File: src/rtl/uart_rx_vote.sv
// Oversampled UART receiver that decides each bit by a 3-sample majority vote and flags framing/parity errors per word.
// Optional parity bit after the data is enabled with the UART_RX_PARITY_EN macro.
module uart_rx_vote #(
  parameter int DBITS      = 8,
  parameter int OVS        = 16,
  parameter int STOP_BITS  = 1,
  parameter int PARITY_ODD = 0
) (
  input  logic             ckht,
  input  logic             rst,
  input  logic             rx,
  input  logic             s_tick,
  output logic             rx_done_tick,
  output logic [DBITS-1:0] rx_data,
  output logic             frame_err,
  output logic             parity_err,
  output logic             busy
);

  localparam int SW = $clog2(OVS);
  localparam int NW = $clog2(DBITS);
  localparam logic [SW-1:0] S_MID     = SW'(OVS/2 - 1);
  localparam logic [SW-1:0] S_END     = SW'(OVS - 1);
  localparam logic [NW-1:0] N_LAST    = NW'(DBITS - 1);
  localparam logic [NW-1:0] STOP_LAST = NW'(STOP_BITS - 1);

  if (DBITS < 5 || DBITS > 9) begin : g_bad_dbits
    $error("uart_rx_vote: DBITS must be 5..9");
  end
  if (OVS < 8 || OVS > 32 || (OVS % 2) != 0) begin : g_bad_ovs
    $error("uart_rx_vote: OVS must be even and 8..32");
  end
  if (STOP_BITS != 1 && STOP_BITS != 2) begin : g_bad_stop
    $error("uart_rx_vote: STOP_BITS must be 1 or 2");
  end
  if (PARITY_ODD != 0 && PARITY_ODD != 1) begin : g_bad_parity
    $error("uart_rx_vote: PARITY_ODD must be 0 or 1");
  end

  typedef enum logic [2:0] {
    IDLE,
    START,
    DATA,
`ifdef UART_RX_PARITY_EN
    PARITY,
`endif
    STOP
  } state_t;

  state_t           state, state_n;
  logic [SW-1:0]    s, s_n;
  logic [NW-1:0]    n, n_n;
  logic [DBITS-1:0] b, b_n;
  logic             frame_pend, frame_pend_n;
  logic             done_n, ferr_n;
  logic [DBITS-1:0] data_n;
  logic             rx_m, rx_s;
  logic [1:0]       hist;
  logic             vote;
`ifdef UART_RX_PARITY_EN
  logic             par_pend, par_pend_n, perr_n;
`endif

  // Two history samples plus the current one form the vote window.
  assign vote = (hist[1] & hist[0]) | (hist[1] & rx_s) | (hist[0] & rx_s);

  // NOTE: every variable gets a default before the case so no path leaves it unassigned (no latches).
  always_comb begin
    state_n      = state;
    s_n          = s;
    n_n          = n;
    b_n          = b;
    frame_pend_n = frame_pend;
    done_n       = 1'b0;
    data_n       = rx_data;
    ferr_n       = frame_err;
`ifdef UART_RX_PARITY_EN
    par_pend_n   = par_pend;
    perr_n       = parity_err;
`endif
    case (state)
      IDLE: begin
        if (!rx_s) begin
          state_n      = START;
          s_n          = '0;
          frame_pend_n = 1'b0;
`ifdef UART_RX_PARITY_EN
          par_pend_n   = 1'b0;
`endif
        end
      end
      START: begin
        if (s_tick) begin
          if (s == S_MID) begin
            if (vote) begin
              state_n = IDLE;
            end else begin
              state_n = DATA;
              s_n     = '0;
              n_n     = '0;
            end
          end else begin
            s_n = s + 1'b1;
          end
        end
      end
      DATA: begin
        if (s_tick) begin
          if (s == S_END) begin
            b_n = {vote, b[DBITS-1:1]};
            s_n = '0;
            if (n == N_LAST) begin
              n_n = '0;
`ifdef UART_RX_PARITY_EN
              state_n = PARITY;
`else
              state_n = STOP;
`endif
            end else begin
              n_n = n + 1'b1;
            end
          end else begin
            s_n = s + 1'b1;
          end
        end
      end
`ifdef UART_RX_PARITY_EN
      PARITY: begin
        if (s_tick) begin
          if (s == S_END) begin
            par_pend_n = (^b ^ vote) ^ 1'(PARITY_ODD);
            s_n        = '0;
            state_n    = STOP;
          end else begin
            s_n = s + 1'b1;
          end
        end
      end
`endif
      STOP: begin
        if (s_tick) begin
          if (s == S_END) begin
            s_n = '0;
            if (!vote) frame_pend_n = 1'b1;
            // Leave at the decision tick so a low line can retrigger START right away.
            if (n == STOP_LAST) begin
              state_n = IDLE;
              n_n     = '0;
              done_n  = 1'b1;
              data_n  = b;
              ferr_n  = frame_pend | ~vote;
`ifdef UART_RX_PARITY_EN
              perr_n  = par_pend;
`endif
            end else begin
              n_n = n + 1'b1;
            end
          end else begin
            s_n = s + 1'b1;
          end
        end
      end
      default: state_n = IDLE;
    endcase
  end

  // NOTE: sequential state uses non-blocking assignments so all flops update from pre-edge values.
  always_ff @(posedge ckht) begin
    if (rst) begin
      state        <= IDLE;
      s            <= '0;
      n            <= '0;
      b            <= '0;
      frame_pend   <= 1'b0;
      rx_m         <= 1'b1;
      rx_s         <= 1'b1;
      hist         <= 2'b11;
      rx_done_tick <= 1'b0;
      rx_data      <= '0;
      frame_err    <= 1'b0;
      busy         <= 1'b0;
`ifdef UART_RX_PARITY_EN
      par_pend     <= 1'b0;
      parity_err   <= 1'b0;
`endif
    end else begin
      state        <= state_n;
      s            <= s_n;
      n            <= n_n;
      b            <= b_n;
      frame_pend   <= frame_pend_n;
      rx_m         <= rx;
      rx_s         <= rx_m;
      if (s_tick) hist <= {hist[0], rx_s};
      rx_done_tick <= done_n;
      rx_data      <= data_n;
      frame_err    <= ferr_n;
      busy         <= (state_n != IDLE);
`ifdef UART_RX_PARITY_EN
      par_pend     <= par_pend_n;
      parity_err   <= perr_n;
`endif
    end
  end

`ifndef UART_RX_PARITY_EN
  assign parity_err = 1'b0;
`endif

endmodule

File: config.mk
export PLATFORM = sky130hd
export DESIGN_NAME = uart_rx_vote
export DESIGN_NICKNAME = d
export VERILOG_FILES = /design/src/rtl/uart_rx_vote.sv
export SDC_FILE = /design/constraint.sdc
export NUM_CORES = 1
export LEC_CHECK = 0
export ABC_AREA = 1
export CORE_ASPECT_RATIO = 0.5
export CORE_UTILIZATION = 49
export DETAILED_ROUTE_END_ITERATION = 10
export PLACE_DENSITY = 0.81
export SYNTH_ARGS = -nofsm -noshare
export SYNTH_HDL_FRONTEND = slang
export SYNTH_SLANG_ARGS = --single-unit
File: constraint.sdc
create_clock -name ckht -period 1.3 [get_ports ckht]
set_clock_uncertainty 0.1 [all_clocks]
set_input_delay 0.13 -clock ckht [delete_from_list [all_inputs] [get_ports ckht]]
set_output_delay 0.13 -clock ckht [all_outputs]
set_load 0.05 [all_outputs]
* Word-level counts from Yosys, hierarchy flattened
Index checks and enable logic that the tools add are counted.
** Word-level totals
- Bits in registers :: 34
- Input port bits :: 4
- Output and inout port bits :: 12
- Word-level logic and storage cells :: 88
** Operators by class
- $add $sub $neg :: 2
- Equality and inequality tests :: 17
- Mux-type cells :: 34
- Bitwise operators :: 10
- Reductions and logical operators :: 13
** Operator list (count)
- 3-bit two-way mux :: 18
- 4-bit two-way mux :: 6
- 2-bit != test, second input constant :: 9
- 3-bit one-hot mux with 4 select lines :: 1
- 4-bit one-hot mux with 3 select lines :: 1
- 5-bit AND reduction :: 2
- 3-bit one-hot mux with 3 select lines :: 1
- 3-bit nonzero test :: 3
- 8-bit AND reduction :: 1
- 3-bit by 2-bit equality test with 1-bit output, second input constant :: 2
- 3-bit zero test :: 2
- 1-bit two-way mux :: 5
- 4-bit by 1-bit adder with 4-bit output, second input constant :: 1
- 4-bit by 3-bit equality test with 1-bit output, second input constant :: 1
- 4-bit equality test, second input constant :: 1
- 1-bit NOT :: 4
- 4-bit AND reduction :: 1
- 4-bit OR reduction :: 1
- 3-bit by 1-bit adder with 3-bit output, second input constant :: 1
- 1-bit bitwise AND :: 3
- 3-bit by 1-bit equality test with 1-bit output, second input constant :: 1
- 3-bit equality test, second input constant :: 1
- 3-bit != test, second input constant :: 1
- 1-bit bitwise OR :: 3
- 6 further kinds :: 6

* Logic depth before layout (Yosys ltp)
Gate-level depths: netlist (run 1).
- Word-level depth :: 8
- Mapped depth :: 9
- Depth with buffers taken out :: 9

* Worst setup path after synthesis (run 1)
Ideal clock, no wire load.
- Kind :: register -> register
- Start :: register n[0]
- End :: register n[0]
- Library setup time :: 0.064 ns
- Data arrival time :: 1.236 ns
- Data required time :: 1.136 ns
- Path slack :: -0.100 ns
- Cell stages (with the launch flop) :: 9
- Buffers on the path :: 0
- Clock period less this slack :: 1.400 ns
- Cells stage by stage :: dfxtp_1 ha_1 ha_1 or2_2 nor2_1 nor2_1 nand3_1 nand2_1 nor2_1
** Between the ends
- Word-level cells in the longest chain between the ends :: 5
- Elaborated cells between the ends (all ways) :: 10
- Those cells by class :: 1 x add/sub; 1 x eq/ne; 7 x mux; 1 x reduce/logical
** RTL lines
- start: declaration :: RTL line 52 : logic [NW-1:0] n, n_n;
- start signal: assignment :: RTL line 189 : n <= n_n;
- 3-bit by 1-bit adder with 3-bit output, or another cell as far along :: RTL line 120, 156
- 3-bit two-way mux, on equally long branches :: RTL line 146, 112
- 3-bit two-way mux, on equally long branches :: RTL line 142, 109
- 3-bit two-way mux, on equally long branches :: RTL line 141, 108
- 3-bit one-hot mux with 3 select lines * :: RTL line 81 : case (state)
Every way passes the cells marked *; elsewhere a longest branch is shown, timed or not. The select of a mux whose other input is x is not followed.
A chain may end at the register's enable or synchronous reset.

* Worst setup path in the final report (run 1)
- Start :: register s[1]
- End :: register b[2]
** Between the ends
- Word-level cells in the longest chain between the ends :: 2
** RTL lines
- start: declaration :: RTL line 51 : logic [SW-1:0] s, s_n;
- start signal: assignment :: RTL line 188 : s <= s_n;
- 4-bit equality test :: RTL line 109 : if (s == S_END) begin
- 3-bit AND reduction (no line)
- end signal: assignment :: RTL line 190 : b <= b_n;
- end: declaration :: RTL line 53 : logic [DBITS-1:0] b, b_n;
Every way passes these cells.

==> metrics.txt, run 1 <==
# TYPE chip_impl_metric gauge
chip_impl_info{name="status",value="complete, but fails checks"} 1
chip_impl_info{name="failed_checks",value="setup timing"} 1
chip_impl_metric{name="final_nets",unit=""} 259
chip_impl_metric{name="final_layout_size_suffix_gt1_share",unit="%"} 46.8
chip_impl_metric{name="post_synth.cell_area_avg",unit="um2"} 7.33
chip_impl_metric{name="setup_tns",unit="ns"} -5.20
chip_impl_metric{name="synthDistinctLibCells",unit=""} 29
chip_impl_metric{name="portBuffers",unit=""} 14
chip_impl_metric{name="final_area",unit="um2"} 2370
chip_impl_metric{name="grt_antenna_before_repair",unit=""} 0
chip_impl_metric{name="grt_max_degree",unit=""} 27
chip_impl_metric{name="setup_viol",unit=""} 29
chip_impl_metric{name="seq_area",unit="um2"} 688
chip_impl_metric{name="p_clk_share",unit="%"} 40.5
chip_impl_metric{name="fmax",unit="MHz"} 654
chip_impl_metric{name="drt_iter0_markers",unit=""} 133
chip_impl_metric{name="detailroute.via_count",unit=""} 1655
chip_impl_metric{name="synth_enable_flop_cells",unit=""} 0
chip_impl_metric{name="initial_core_util",unit="%"} 54.8
chip_impl_metric{name="antenna_cells_inserted",unit=""} 0
chip_impl_metric{name="ys_async_sr_fraction",unit="%"} 0
chip_impl_metric{name="swShare",unit="%"} 25.8
chip_impl_metric{name="flow.area_growth_from_synthesis",unit="%"} 56.4
chip_impl_info{name="timing.critical_path.cells",value="ha_4, nand2_4, inv_2, nand3_2, nor2_4, buf_6, o21ai_2, nor2_1"} 1
chip_impl_metric{name="hold_violations",unit=""} 0
chip_impl_metric{name="critical_path_cell_count",unit=""} 8
chip_impl_metric{name="final-max-slew-violation-count",unit=""} 0
chip_impl_info{name="worst_path_dominant_cell_family",value="simple AND/OR/NAND/NOR gates"} 1
chip_impl_info{name="netlist.top_cell.by_area",value="sky130_fd_sc_hd__dfxtp_1"} 1
chip_impl_metric{name="pre_cts_ws",unit="ns"} -0.246
chip_impl_info{name="r2r_end",value="b[2]"} 1
chip_impl_info{name="final_common_cell",value="sky130_fd_sc_hd__nor2_1"} 1
chip_impl_metric{name="min_period_over_period",unit="%"} 118
chip_impl_metric{name="ys_seq_elements",unit=""} 34
chip_impl_metric{name="fin_hold_ws",unit="ns"} 0.281
chip_impl_metric{name="ir_worst_vdd",unit="mV"} 0.838
chip_impl_metric{name="synthDominantCellAreaShare",unit="%"} 44.9
chip_impl_metric{name="finalWeightedCongestion",unit=""} 0.869
chip_impl_metric{name="coreArea",unit="um2"} 2770
chip_impl_info{name="ys_top_cells_by_area",value="sky130_fd_sc_hd__dfxtp_1 45%, sky130_fd_sc_hd__nor2_1 13%, sky130_fd_sc_hd__nand2_1 7.4%, sky130_fd_sc_hd__o21ai_0 5.0%, sky130_fd_sc_hd__inv_1 4.5%"} 1
chip_impl_metric{name="fp.dieW",unit="um"} 80.7
chip_impl_metric{name="grt_first_pass_wirelength",unit="um"} 6600
chip_impl_info{name="rsz_0062_raised_after_global_routing",value="yes"} 1
chip_impl_info{name="yosys_most_used_dff",value="sky130_fd_sc_hd__dfxtp_1"} 1
chip_impl_info{name="root_buffer",value="sky130_fd_sc_hd__clkbuf_8"} 1
chip_impl_metric{name="combPwrFrac",unit="%"} 8.1
chip_impl_metric{name="top_level_ports",unit=""} 16
chip_impl_metric{name="dpl-instance-area",unit="um2"} 1990
chip_impl_metric{name="cellPowerDensity",unit="nW/um2"} 883
chip_impl_metric{name="post-route-worst-setup-slack",unit="ns"} -0.230
chip_impl_metric{name="clock_tree.buffer_depth",unit=""} 2
chip_impl_metric{name="netSwitchingPower",unit="mW"} 0.541
chip_impl_metric{name="cap_viol_max_count",unit=""} 0
chip_impl_info{name="worst_r2r_startpoint",value="s[1]"} 1
chip_impl_metric{name="synthesis.area",unit="um2"} 1520
chip_impl_metric{name="power.share.sequential",unit="%"} 51.4
chip_impl_metric{name="rows",unit=""} 13
chip_impl_info{name="startpoint_type",value="flip-flop"} 1
chip_impl_metric{name="worst-path-buf-inv",unit=""} 2
chip_impl_metric{name="routed_len_inst",unit="um"} 17.8
chip_impl_metric{name="routed_wl",unit="um"} 5140
chip_impl_info{name="cp_launch_point",value="s[1]"} 1
chip_impl_metric{name="yosysSeqAreaShare",unit="%"} 44.9
chip_impl_metric{name="grt_usage",unit="%"} 29.3
chip_impl_metric{name="post-layout-total-power",unit="mW"} 2.09
chip_impl_metric{name="routed_antenna_nets",unit=""} 0
chip_impl_metric{name="hpwl",unit="um"} 2350
chip_impl_metric{name="synthesis.instances",unit=""} 207
chip_impl_info{name="endpoint",value="b[2]"} 1
chip_impl_metric{name="grt.overflow.total",unit=""} 0
chip_impl_metric{name="power.internal",unit="mW"} 1.55
chip_impl_metric{name="tritoncts.num_buffers",unit=""} 5
chip_impl_info{name="worstSetupPathType",value="flip-flop to flip-flop"} 1
chip_impl_metric{name="worst_r2r_path_depth",unit=""} 8
chip_impl_metric{name="grt_pass1_vias",unit=""} 1415
chip_impl_metric{name="worst_skew_pair.late_latency",unit="ns"} 0.30
chip_impl_metric{name="h_tree_lvls",unit=""} 2
chip_impl_info{name="min-delay-path-class",value="input port to flip-flop"} 1
chip_impl_info{name="cts_tree",value="yes"} 1
chip_impl_metric{name="worst_path_largest_cell_delay",unit="ns"} 0.37
chip_impl_metric{name="fillerInstances",unit=""} 136
chip_impl_metric{name="yosysWarningCount",unit=""} 0
chip_impl_metric{name="critPathArrivalTime",unit="ns"} 1.66
chip_impl_metric{name="cts_sinks",unit=""} 34
chip_impl_metric{name="drt_pass1_iterations",unit=""} 6
chip_impl_info{name="slowest_stage",value="sky130_fd_sc_hd__dfxtp_2"} 1
chip_impl_metric{name="drc",unit=""} 0
chip_impl_metric{name="critPathMaxFanout",unit=""} 5
chip_impl_metric{name="die_area",unit="um2"} 3330
chip_impl_metric{name="routed_vias_inst",unit=""} 5.73
chip_impl_metric{name="final_worst_path_period_need",unit="ns"} 1.53
chip_impl_metric{name="multiInputGateArea",unit="um2"} 975
chip_impl_info{name="critical_path.endpoint_type",value="flip-flop"} 1
chip_impl_metric{name="rrSetupSlack",unit="ns"} -0.23
chip_impl_metric{name="worstPathRequired",unit="ns"} 1.43
chip_impl_metric{name="leakage",unit="nW"} 1.06
chip_impl_metric{name="cts.reportedPaths.clkPinSlew",unit="ns"} 0.08
chip_impl_info{name="layout_common_cells",value="38 x sky130_fd_sc_hd__nor2_1, 28 x sky130_fd_sc_hd__dfxtp_1, 21 x sky130_fd_sc_hd__nand2_1"} 1
chip_impl_metric{name="floorplan.die.height",unit="um"} 41.3
==> kinds of logic after synthesis <==
logic type                 share of synthesized area [%]
DFF                                                 44.9
adders and majority gates                           3.30
AOI/OAI and AO/OA                                   10.8
and+or+nand+nor                                     32.1
buffers and inverters                               8.08
other                                              0.247
xor gates and xnor gates                           0.578
==> how the worst min path moves through the flow <==
| stage | depth (start not counted) | startpoint | to |
|---|---|---|---|
| finish | 2 | rx | rx_m |
| detailed placement | 1 | rx_m | rx_s |
| global route | 2 | rx | rx_m |
| global placement | 1 | rx_m | rx_s |
| CTS | 2 | rx | rx_m |
| floorplan | 1 | rst | n[0] |
==> stage by stage <==
stage | cells | utilization (%)
2_1_floorplan | 208 | -
3_3_place_gp | 274 | 72.0
3_5_place_dp | 274 | 72.0
4_1_cts | 288 | 81.5
5_1_grt | 289 | 85.7
6_report | 289 | 85.7
==> metal layers <==
layer  vias up  routed length, um  GRT usage, %  share of wire, %
met5         -                  0             0                 0
met4         0                294          29.5               5.7
met3        39                503          10.2               9.8
met2       118               2340          49.4                46
met1       754               2000          30.6                39
li1        744                  -             -                 -
==> final cells by class <==
class	instances	area share [%]
Clock inverter	2	0.528
Timing Repair inverter	1	0.369
Multi-Input combinational cell	148	41.1
Tap cell	37	1.95
Inverter	23	4.06
Clock buffer	6	3.48
Timing Repair Buffer	38	19.5
Sequential cell	34	29.0
==> state kept, by name, indices dropped and copies added, names as in the netlist <==
signal / cells
rx_data: 8
frame_pend: 1
state: 3
rx_s: 1
n: 3
rx_m: 1
busy: 1
frame_err: 1
rx_done_tick: 1
hist: 2
b: 8
s: 4
==> power groups by stage <==
stage	registers (mW)	logic, mW	clock network [mW]
after global routing	1.08	0.180	0.898
final	1.08	0.169	0.848
after floorplan	1.10	0.0718	0
after CTS	1.07	0.135	0.843
after global placement	1.10	0.125	0
after detailed placement	1.10	0.127	0
==> synthesized netlist by cell type, drive strengths merged, types with 2 or more instances <==
| cell type | number |
|---|---|
| nor2 | 56 |
| inv | 22 |
| o21ai | 21 |
| nor3 | 2 |
| or2 | 3 |
| nand3 | 15 |
| nand2 | 33 |
| a21oi | 6 |
| buf | 2 |
| dfxtp | 34 |
| ha | 4 |
| clkbuf | 2 |
==> repair_timing <==
item                       in CTS  in global routing
pin swaps                      27                 18
hold buffers                    0                  0
cloned                          2                  0
hold endpoints to repair        0                  0
setup endpoints to repair      28                 29
resized for setup              41                 35
setup buffers                   4                  1
Note: power is estimated with default switching activity, not from simulation.
==> run 2, diff against run 1 <==
- CORE_UTILIZATION: 49 -> 40
- PLACE_DENSITY: 0.81 -> 0.7
==> run 2 against run 1 <==
Against the previous run: flip-flop and latch count unchanged; largest cell class unchanged; cell count is 5.5% higher; total power decreased by 1.5%; worst hold slack better by 0.016 ns; fmax up 3.9%; largest power group unchanged; count of clock-buffer cells in the layout unchanged; the run still ends with setup timing left; first-iteration DRC count fell by 59%; die area is 22% higher.
==> metrics.txt, run 2 (synthesis gave the netlist of run 1 again) <==
# TYPE chip_impl_metric gauge
chip_impl_metric{name="final_nets",unit=""} 261
chip_impl_info{name="timing.critical_path.cells",value="ha_4, nand3_4, nor2_4, nand3_4, o21ai_1, nor2_1"} 1
chip_impl_metric{name="leakage",unit="nW"} 1.05
chip_impl_info{name="critPathMostFrequentCell",value="sky130_fd_sc_hd__nand3_4"} 1
chip_impl_metric{name="grt_pass1_vias",unit=""} 1248
chip_impl_metric{name="routed_vias_inst",unit=""} 4.80
chip_impl_metric{name="flow.area_growth_from_synthesis",unit="%"} 52.7
chip_impl_metric{name="antenna_cells_inserted",unit=""} 0
chip_impl_info{name="cts_tree",value="yes"} 1
chip_impl_metric{name="tritoncts.num_buffers",unit=""} 5
chip_impl_metric{name="fillerInstances",unit=""} 286
chip_impl_metric{name="fp.dieW",unit="um"} 89.1
chip_impl_info{name="worstSetupPathType",value="flip-flop to flip-flop"} 1
chip_impl_info{name="rsz_0062_raised_after_global_routing",value="yes"} 1
chip_impl_info{name="status",value="complete, but fails checks"} 1
chip_impl_metric{name="drc",unit=""} 0
chip_impl_metric{name="routed_antenna_nets",unit=""} 0
chip_impl_metric{name="post-route-worst-setup-slack",unit="ns"} -0.172
chip_impl_metric{name="setup_tns",unit="ns"} -3.01
chip_impl_metric{name="hold_violations",unit=""} 0
chip_impl_metric{name="critPathMaxFanout",unit=""} 7
chip_impl_metric{name="final_layout_size_suffix_gt1_share",unit="%"} 39.0
chip_impl_metric{name="detailroute.via_count",unit=""} 1465
chip_impl_info{name="startpoint_type",value="flip-flop"} 1
chip_impl_metric{name="coreArea",unit="um2"} 3530
chip_impl_metric{name="top_level_ports",unit=""} 16
chip_impl_info{name="min-delay-path-class",value="input port to flip-flop"} 1
chip_impl_metric{name="final-instance-count-excl-fill",unit=""} 305
chip_impl_metric{name="final_worst_path_period_need",unit="ns"} 1.47
chip_impl_metric{name="grt.overflow.total",unit=""} 0
chip_impl_info{name="worst_r2r_startpoint",value="s[1]"} 1
chip_impl_metric{name="worst-path-buf-inv",unit=""} 0
chip_impl_info{name="layout_common_cells",value="44 x sky130_fd_sc_hd__nor2_1, 28 x sky130_fd_sc_hd__dfxtp_1, 26 x sky130_fd_sc_hd__nand2_1"} 1
chip_impl_metric{name="dpl.cell_count",unit=""} 292
chip_impl_metric{name="rows",unit=""} 15
chip_impl_metric{name="cellPowerDensity",unit="nW/um2"} 891
chip_impl_metric{name="drt_iter0_markers",unit=""} 55
chip_impl_metric{name="drt_pass1_iterations",unit=""} 4
chip_impl_metric{name="ir_worst_vdd",unit="mV"} 0.446
chip_impl_info{name="slowest_stage",value="sky130_fd_sc_hd__dfxtp_2"} 1
chip_impl_metric{name="grt_antenna_before_repair",unit=""} 0
chip_impl_metric{name="die_area",unit="um2"} 4060
chip_impl_metric{name="cap_viol_max_count",unit=""} 0
chip_impl_metric{name="final-max-slew-violation-count",unit=""} 0
chip_impl_metric{name="multiInputGateArea",unit="um2"} 891
chip_impl_metric{name="setup_viol",unit=""} 28
chip_impl_metric{name="finalCoreUtilization",unit="%"} 65.6
chip_impl_metric{name="cts.reportedPaths.clkPinSlew",unit="ns"} 0.08
chip_impl_metric{name="seq_area",unit="um2"} 691
chip_impl_metric{name="hpwl",unit="um"} 2380
chip_impl_metric{name="grt_max_degree",unit=""} 27
chip_impl_metric{name="worst_path_largest_cell_delay",unit="ns"} 0.36
chip_impl_metric{name="routed_len_inst",unit="um"} 11.9
chip_impl_metric{name="fin_hold_ws",unit="ns"} 0.297
chip_impl_metric{name="routed_wl",unit="um"} 3620
chip_impl_metric{name="fmax",unit="MHz"} 679
chip_impl_info{name="failed_checks",value="setup timing"} 1
chip_impl_info{name="largestRegisters",value="b x8, rx_data x8, s x4"} 1
chip_impl_info{name="hold_start",value="rx"} 1
chip_impl_metric{name="min_period_over_period",unit="%"} 113
chip_impl_metric{name="portBuffers",unit=""} 14
chip_impl_info{name="final_common_cell",value="sky130_fd_sc_hd__nor2_1"} 1
chip_impl_metric{name="hold_buffers",unit=""} 0
chip_impl_metric{name="finalWeightedCongestion",unit=""} 0.823
chip_impl_metric{name="grt_usage",unit="%"} 18.1
chip_impl_metric{name="pre_cts_ws",unit="ns"} -0.272
chip_impl_info{name="cp_launch_point",value="s[1]"} 1
chip_impl_metric{name="worst_skew_pair.late_latency",unit="ns"} 0.29
chip_impl_metric{name="h_tree_lvls",unit=""} 2
chip_impl_metric{name="critPathArrivalTime",unit="ns"} 1.56
chip_impl_metric{name="floorplan.die.height",unit="um"} 45.5
chip_impl_info{name="root_buffer",value="sky130_fd_sc_hd__clkbuf_8"} 1
chip_impl_metric{name="worstPathRequired",unit="ns"} 1.39
chip_impl_metric{name="grt_first_pass_wirelength",unit="um"} 5290
chip_impl_metric{name="initial_core_util",unit="%"} 43.0
chip_impl_info{name="worst_path_dominant_cell_family",value="simple AND/OR/NAND/NOR gates"} 1
chip_impl_metric{name="clock_tree.buffer_depth",unit=""} 2
chip_impl_metric{name="cts_sinks",unit=""} 34
chip_impl_info{name="critical_path.endpoint_type",value="flip-flop"} 1
==> run 2: path summary, 6_finish.rpt <==
path	cells after the start	slack [ns]	end
min reg2reg	1	0.32	rx_s
min	2	0.30	rx_m
max reg2reg	6	-0.17	rx_data[1]
max	6	-0.17	rx_data[1]
==> run 2: layer usage <==
| metal | routed length (um) | vias to the layer above | part of all wire, % | global-route usage [%] |
|---|---|---|---|---|
| met5 | 0 | - | 0 | 0 |
| met4 | 56 | 0 | 1.5 | 7.30 |
| met3 | 104 | 8 | 2.9 | 4.89 |
| met2 | 1750 | 28 | 48 | 32.0 |
| met1 | 1710 | 681 | 47 | 21.6 |
| li1 | - | 748 | - | - |
==> run 2: stage by stage <==
step | power, mW | cell area [um2]
5_1_grt | 2.13 | 2320
4_1_cts | 2.06 | 2220
3_5_place_dp | 1.23 | 2040
6_report | 2.06 | 2320
2_1_floorplan | 1.17 | 1580
3_3_place_gp | 1.22 | 2040
==> run 2: timing repair <==
action | in CTS | in global routing
endpoints found under the setup margin | 26 | 29
cloned | 1 | 1
buffers inserted | 2 | 1
pin swaps | 15 | 13
resized for setup | 17 | 29
==> run 2: cell type report <==
cell class	instances	share of cell area, %
clock buffer	6	3.57
multi-input combinational	148	38.5
timing repair buffer	40	20.4
timing repair inverter	1	0.270
inverter	23	4.16
clock inverter	2	0.540
sequential	34	29.8
tap	51	2.76
==> run 2: power by group <==
| part | internal, mW | switching (mW) |
|---|---|---|
| registers | 1.06 | 0.0158 |
| clock network | 0.426 | 0.415 |
| logic | 0.0690 | 0.0812 |
